[src/rtl/proc_pkg.sv]
// Definitions shared by the fetch/PC datapath and the multicycle controller:
// PC source encodings, the NOP word, instruction field positions and fetch FSM states.
package proc_pkg;
  localparam logic [1:0]  PCSRC_ALU    = 2'b00;
  localparam logic [1:0]  PCSRC_ALUOUT = 2'b10;
  localparam logic [15:0] NOP_INSTR    = 16'h0000;

  localparam int OPCODE_HI = 15;
  localparam int OPCODE_LO = 12;
  localparam int FUNC_HI   = 3;
  localparam int FUNC_LO   = 0;

  typedef enum logic {
    F_IDLE = 1'b0,
    F_WAIT = 1'b1
  } fetch_state_e;
endpackage

[src/rtl/pc_next_logic.sv]
// Combinational PC write-enable resolution and next-PC source mux.
// The reserved PCSrc codes select the current PC, so a write leaves the PC unchanged.
module pc_next_logic #(
  parameter int DATA_W = 16
) (
  input  logic [1:0]        i_pc_src,
  input  logic              i_pc_write,
  input  logic              i_beq_cond,
  input  logic              i_bnq_cond,
  input  logic              i_alu_zero,
  input  logic [DATA_W-1:0] i_alu_result,
  input  logic [DATA_W-1:0] i_alu_out_q,
  input  logic [DATA_W-1:0] i_pc,
  output logic              o_pc_we,
  output logic [DATA_W-1:0] o_pc_next
);
  import proc_pkg::*;

  always_comb begin
    // Both condition bits set makes the branch always taken.
    o_pc_we = i_pc_write | (i_beq_cond & i_alu_zero) | (i_bnq_cond & ~i_alu_zero);
    case (i_pc_src)
      PCSRC_ALU:    o_pc_next = i_alu_result;
      PCSRC_ALUOUT: o_pc_next = i_alu_out_q;
      default:      o_pc_next = i_pc;
    endcase
  end
endmodule

[src/rtl/fetch_pc_unit.sv]
// PC and instruction register owner: fetches over a valid handshake, stalls the
// controller while a fetch is outstanding and forces a NOP on fetch timeout.
module fetch_pc_unit #(
  parameter int                DATA_W   = 16,
  parameter logic [DATA_W-1:0] PC_RESET = 16'h0000,
  parameter int                TIMEOUT  = 15,
  parameter int                TO_W     = 4
) (
  input  logic              clk,
  input  logic              rst,
  input  logic [1:0]        PCSrc,
  input  logic              PCWrite,
  input  logic              PCBEqCond,
  input  logic              PCBNqCond,
  input  logic              IRWrite,
  input  logic [DATA_W-1:0] alu_result,
  input  logic [DATA_W-1:0] alu_out_q,
  input  logic              alu_zero,
  output logic [DATA_W-1:0] imem_addr,
  output logic              imem_req,
  input  logic [DATA_W-1:0] imem_rdata,
  input  logic              imem_valid,
  output logic [DATA_W-1:0] pc,
  output logic [DATA_W-1:0] ir,
  output logic [3:0]        opcode,
  output logic [3:0]        func_field,
  output logic              fetch_stall,
  output logic              fetch_err,
  output logic              o_dbg_state
);
  import proc_pkg::*;

  // Handshake: imem_req asks for the word at imem_addr; the word is taken in the
  // cycle imem_valid is high while a fetch is in flight, otherwise it is ignored.
  fetch_state_e      r_state, w_state_next;
  logic [TO_W-1:0]   r_count, w_count_next;
  logic [DATA_W-1:0] r_pc, r_ir;
  logic              r_err;
  logic              w_imem_req;
  logic              w_timeout_hit;
  logic              w_fetch_done;
  logic              w_pc_we;
  logic              w_pc_load;
  logic [DATA_W-1:0] w_pc_next;

  pc_next_logic #(.DATA_W(DATA_W)) u_pc_next (
    .i_pc_src     (PCSrc),
    .i_pc_write   (PCWrite),
    .i_beq_cond   (PCBEqCond),
    .i_bnq_cond   (PCBNqCond),
    .i_alu_zero   (alu_zero),
    .i_alu_result (alu_result),
    .i_alu_out_q  (alu_out_q),
    .i_pc         (r_pc),
    .o_pc_we      (w_pc_we),
    .o_pc_next    (w_pc_next)
  );

  assign w_timeout_hit = (r_state == F_WAIT) && (r_count == TO_W'(TIMEOUT)) && !imem_valid;
  assign w_fetch_done  = ((r_state == F_IDLE) && IRWrite && imem_valid) ||
                         ((r_state == F_WAIT) && (imem_valid || w_timeout_hit));
  // During a fetch the PC write is held back until the instruction arrives.
  assign w_pc_load     = w_pc_we && (!IRWrite || w_fetch_done);

  always_comb begin
    w_state_next = r_state;
    w_count_next = r_count;
    w_imem_req   = 1'b0;
    case (r_state)
      F_IDLE: begin
        w_imem_req = IRWrite;
        if (IRWrite && !imem_valid) begin
          w_state_next = F_WAIT;
          w_count_next = TO_W'(1);
        end
      end
      F_WAIT: begin
        w_imem_req = 1'b1;
        if (imem_valid || w_timeout_hit) begin
          w_state_next = F_IDLE;
          w_count_next = '0;
        end else begin
          w_count_next = r_count + TO_W'(1);
        end
      end
      default: begin
        w_state_next = F_IDLE;
        w_count_next = '0;
      end
    endcase
  end

  always_ff @(posedge clk) begin
    if (rst) begin
      r_state <= F_IDLE;
      r_count <= '0;
      r_pc    <= PC_RESET;
      r_ir    <= '0;
      r_err   <= 1'b0;
    end else begin
      r_state <= w_state_next;
      r_count <= w_count_next;
      if (w_pc_load)     r_pc  <= w_pc_next;
      if (w_fetch_done)  r_ir  <= w_timeout_hit ? DATA_W'(NOP_INSTR) : imem_rdata;
      if (w_timeout_hit) r_err <= 1'b1;
    end
  end

  assign imem_addr   = r_pc;
  assign imem_req    = w_imem_req;
  assign pc          = r_pc;
  assign ir          = r_ir;
  assign opcode      = r_ir[OPCODE_HI:OPCODE_LO];
  assign func_field  = r_ir[FUNC_HI:FUNC_LO];
  assign fetch_stall = IRWrite & ~imem_valid & ~w_timeout_hit;
  assign fetch_err   = r_err;
  assign o_dbg_state = r_state;
endmodule
[config.mk]
export PLATFORM = sky130hd
export DESIGN_NAME = fetch_pc_unit
export DESIGN_NICKNAME = d
export VERILOG_FILES = /design/src/rtl/proc_pkg.sv /design/src/rtl/pc_next_logic.sv /design/src/rtl/fetch_pc_unit.sv
export SDC_FILE = /design/constraint.sdc
export NUM_CORES = 1
export LEC_CHECK = 0
export ABC_AREA = 1
export BUFFER_PORTS_ARGS = -buffer_cell sky130_fd_sc_hd__buf_2
export CORE_AREA = 2 2 66 115
export DETAILED_ROUTE_END_ITERATION = 8
export DIE_AREA = 0 0 68 117
export GPL_TIMING_DRIVEN = 0
export MAX_ROUTING_LAYER = met4
export RECOVER_POWER = 100
export SLEW_MARGIN = 20
export SYNTH_ARGS = -nofsm -noshare
export SYNTH_HDL_FRONTEND = slang
export SYNTH_HIERARCHICAL = 1
export SYNTH_SLANG_ARGS = --single-unit
[constraint.sdc]
create_clock -name clk -period 1.6 [get_ports clk]
set_input_delay 0.24 -clock clk [delete_from_list [all_inputs] [get_ports clk]]
set_output_delay 0.24 -clock clk [all_outputs]
set_load 0.01 [all_outputs]
==> metrics.cfg <==
[place]
post-place-ws_ps = 1.07
port_buffers = 114
place.gp.congestion = 0.792
placed_area_um2 = 2720
dp_hpwl_um = 4540
placed_cells = 490

[cts]
root_buffer = clkbuf_16
cts_tree = built
clk_latency_ps = 280
htreeDepth = 2
cts_max_path_buffers = 2
clk_pin_slew_ps = 60
clkSinkCount = 38
cts_made_buffers = 5
cts_hold_buffers = 0

[sta]
worstMarginPinSlew_ps = 520
setup-violations-final = 0
fmax_ghz = 0.651
fin_crit_sh_pct = 96.1
rsz0062_at_grt = false
finalCriticalPeriod_ps = 1540
slew_headroom_pct = 65.3
hold_viol = 0
totalNegativeSetupSlack_ps = 0
setup_ws_ps = 62.9
whs_ps = 210
fin_skew_ps = 2.78
drv_slew = 0

[detailed_routing]
drt_first_pass_iters = 4
wl_um = 5770
drtIter0Drc = 48
route.antenna.remaining_nets = 0
drc = 0
via_per_inst = 4.42
wl_per_cell_um = 11.5
vias = 2209

[yosys]
synth.ff_latch_count = 38
yosys.area.top_type_share_pct = 37.2
ys_seq_area_share_pct = 37.2
synthCells = 290
ys_types = 22
synth_common_cells = 94 x nand2_1, 50 x nand3_1, 38 x a21oi_1, 38 x dfxtp_1, 28 x buf_4
avgSynthCellArea_um2 = 7.05
ys_warn_count = 6
yosysMostFrequentCell = nand2_1
synth_edf_count = 0
synth-async-reset-ratio_pct = 0
syn_nets = 349
syn_area_um2 = 2040
yosysTopAreaCell = dfxtp_1
synth-main-ff-cell = dfxtp_1
synthTopCellsByArea = dfxtp_1 37%, nand2_1 17%, nand3_1 12%, buf_4 10%, a21oi_1 9.3%

[global_routing]
antenna_found_initial = 0
grt_pass1_vias = 2054
grt_max_degree = 12
grt_pass1_wl_um = 8910
overflow = 0
grt_usage_pct = 15.0

[job]
drv_cap = 0

[cells_and_area]
fin_cells = 500
layout-drive-gt1-share_pct = 30.9
area_growth_pct = 39.3
post-route-util_pct = 40.2
finalInstanceArea_um2 = 2850
nets = 472
diodes = 0

[critical_path]
slowest_delay_ps = 360
worstSetupPathType = flip-flop to output port
path_cells = ha_4 > nand2_2 > o21ai_4 > buf_6 > inv_1 > buf_2
cp.required_ps = 1360
critPathMaxFanout = 4
cp.arrival_ps = 1300
cp-end-kind = output port
crit_slowest_cell = dfxtp_2
critPathLaunchType = flip-flop

[floorplan]
die_x_um = 68
row_count = 41
fp.dieH_um = 117
fp.coreArea_um2 = 7080
top_level_ports = 118
initial_utilization_pct = 28.9
die_area_um2 = 7960

[pwr]
powerDensity_nw_per_um2 = 884
p_leak_nw = 1.31
vdd_ir_drop_max_mv = 0.582
total_power_mw = 2.52

[min_path]
hp-class = input pin to flip-flop

[outcome]
outcome = complete, no violations

## report_power, final
| group | switching [mW] | internal [mW] | leakage [nW] | total [mW] |
|---|---|---|---|---|
| Clock | 0.373 | 0.618 | 0.0739 | 0.991 |
| Sequential | 0.0436 | 0.998 | 0.312 | 1.04 |
| Combinational | 0.259 | 0.224 | 0.926 | 0.484 |
| Total | 0.676 | 1.84 | 1.31 | 2.52 |
## final timing paths
kind	start	endpoint	slack, ps	cells after the start
worst max register to register	r_count[1]	ir[11]	130	7
worst max-delay path	r_count[1]	fetch_stall	60	6
worst min register to register	ir[9]	ir[9]	460	2
worst min-delay path	imem_rdata[9]	ir[9]	210	3
## critical path, delay by kind of cell, from the launching register on
kind / cells / cell delay (ps)
AOI/OAI and AO/OA: 1 / 160
adders and majority gates: 1 / 150
buffers and inverters: 3 / 260
DFF: 1 / 360
and+or+nand+nor: 1 / 90
## layout by cell type (no fill, tap or decap), types with 2 or more instances in the layout
cell type,n
nand2_1,94
clkbuf_4,18
a21oi_1,38
nand4_1,2
buf_6,6
o21ai_0,2
nor2_1,6
clkbuf_16,5
dfxtp_1,35
dfxtp_2,3
inv_1,10
nand3_1,50
buf_2,75
buf_4,11
nand2_2,2
clkbuf_1,46
## layer usage
| layer | up-vias | wire length (um) | track usage (%) |
|---|---|---|---|
| met3 | 10 | 344 | 2.77 |
| li1 | 1169 | - | - |
| met1 | 959 | 2190 | 14.9 |
| met2 | 71 | 3150 | 27.6 |
| met4 | 0 | 89 | 5.87 |
| met5 | - | 0 | - |
## sequential cells by signal (all words and copies together) (netlist names)
register and count:
fetch_err 1, imem_addr 16, ir 16, o_dbg_state 1, r_count 4
## cell type report
type                    count  area (um^2)
fillers                   798         4230
multi-input cells         201          952
flip-flops and latches     38          764
repair buffers            116          534
plain buffers              40          299
clock buffers               7          143
well taps                  86          108
inverters                  11         41.3
clock inverters             1         5.00
## cells by family (layout without fill, tap and decap cells)
family / Yosys count / after routing / share of synthesized area, %
AND/OR/NAND/NOR: 157 / 157 / 33.6
buffers and inverters: 51 / 175 / 16.8
AO/OA/AOI/OAI: 43 / 43 / 11.8
flip-flops: 38 / 38 / 37.2
adder cells (fa/ha/maj): 1 / 1 / 0.612
## timing repair
item | CTS | global route
setup buffers | 2 | 0
pin swaps | 2 | 0
gates resized for setup | 3 | 2
hold endpoints to repair | 0 | 0
endpoints found under the setup margin | 1 | 6
(Power assumes the default switching activity.)
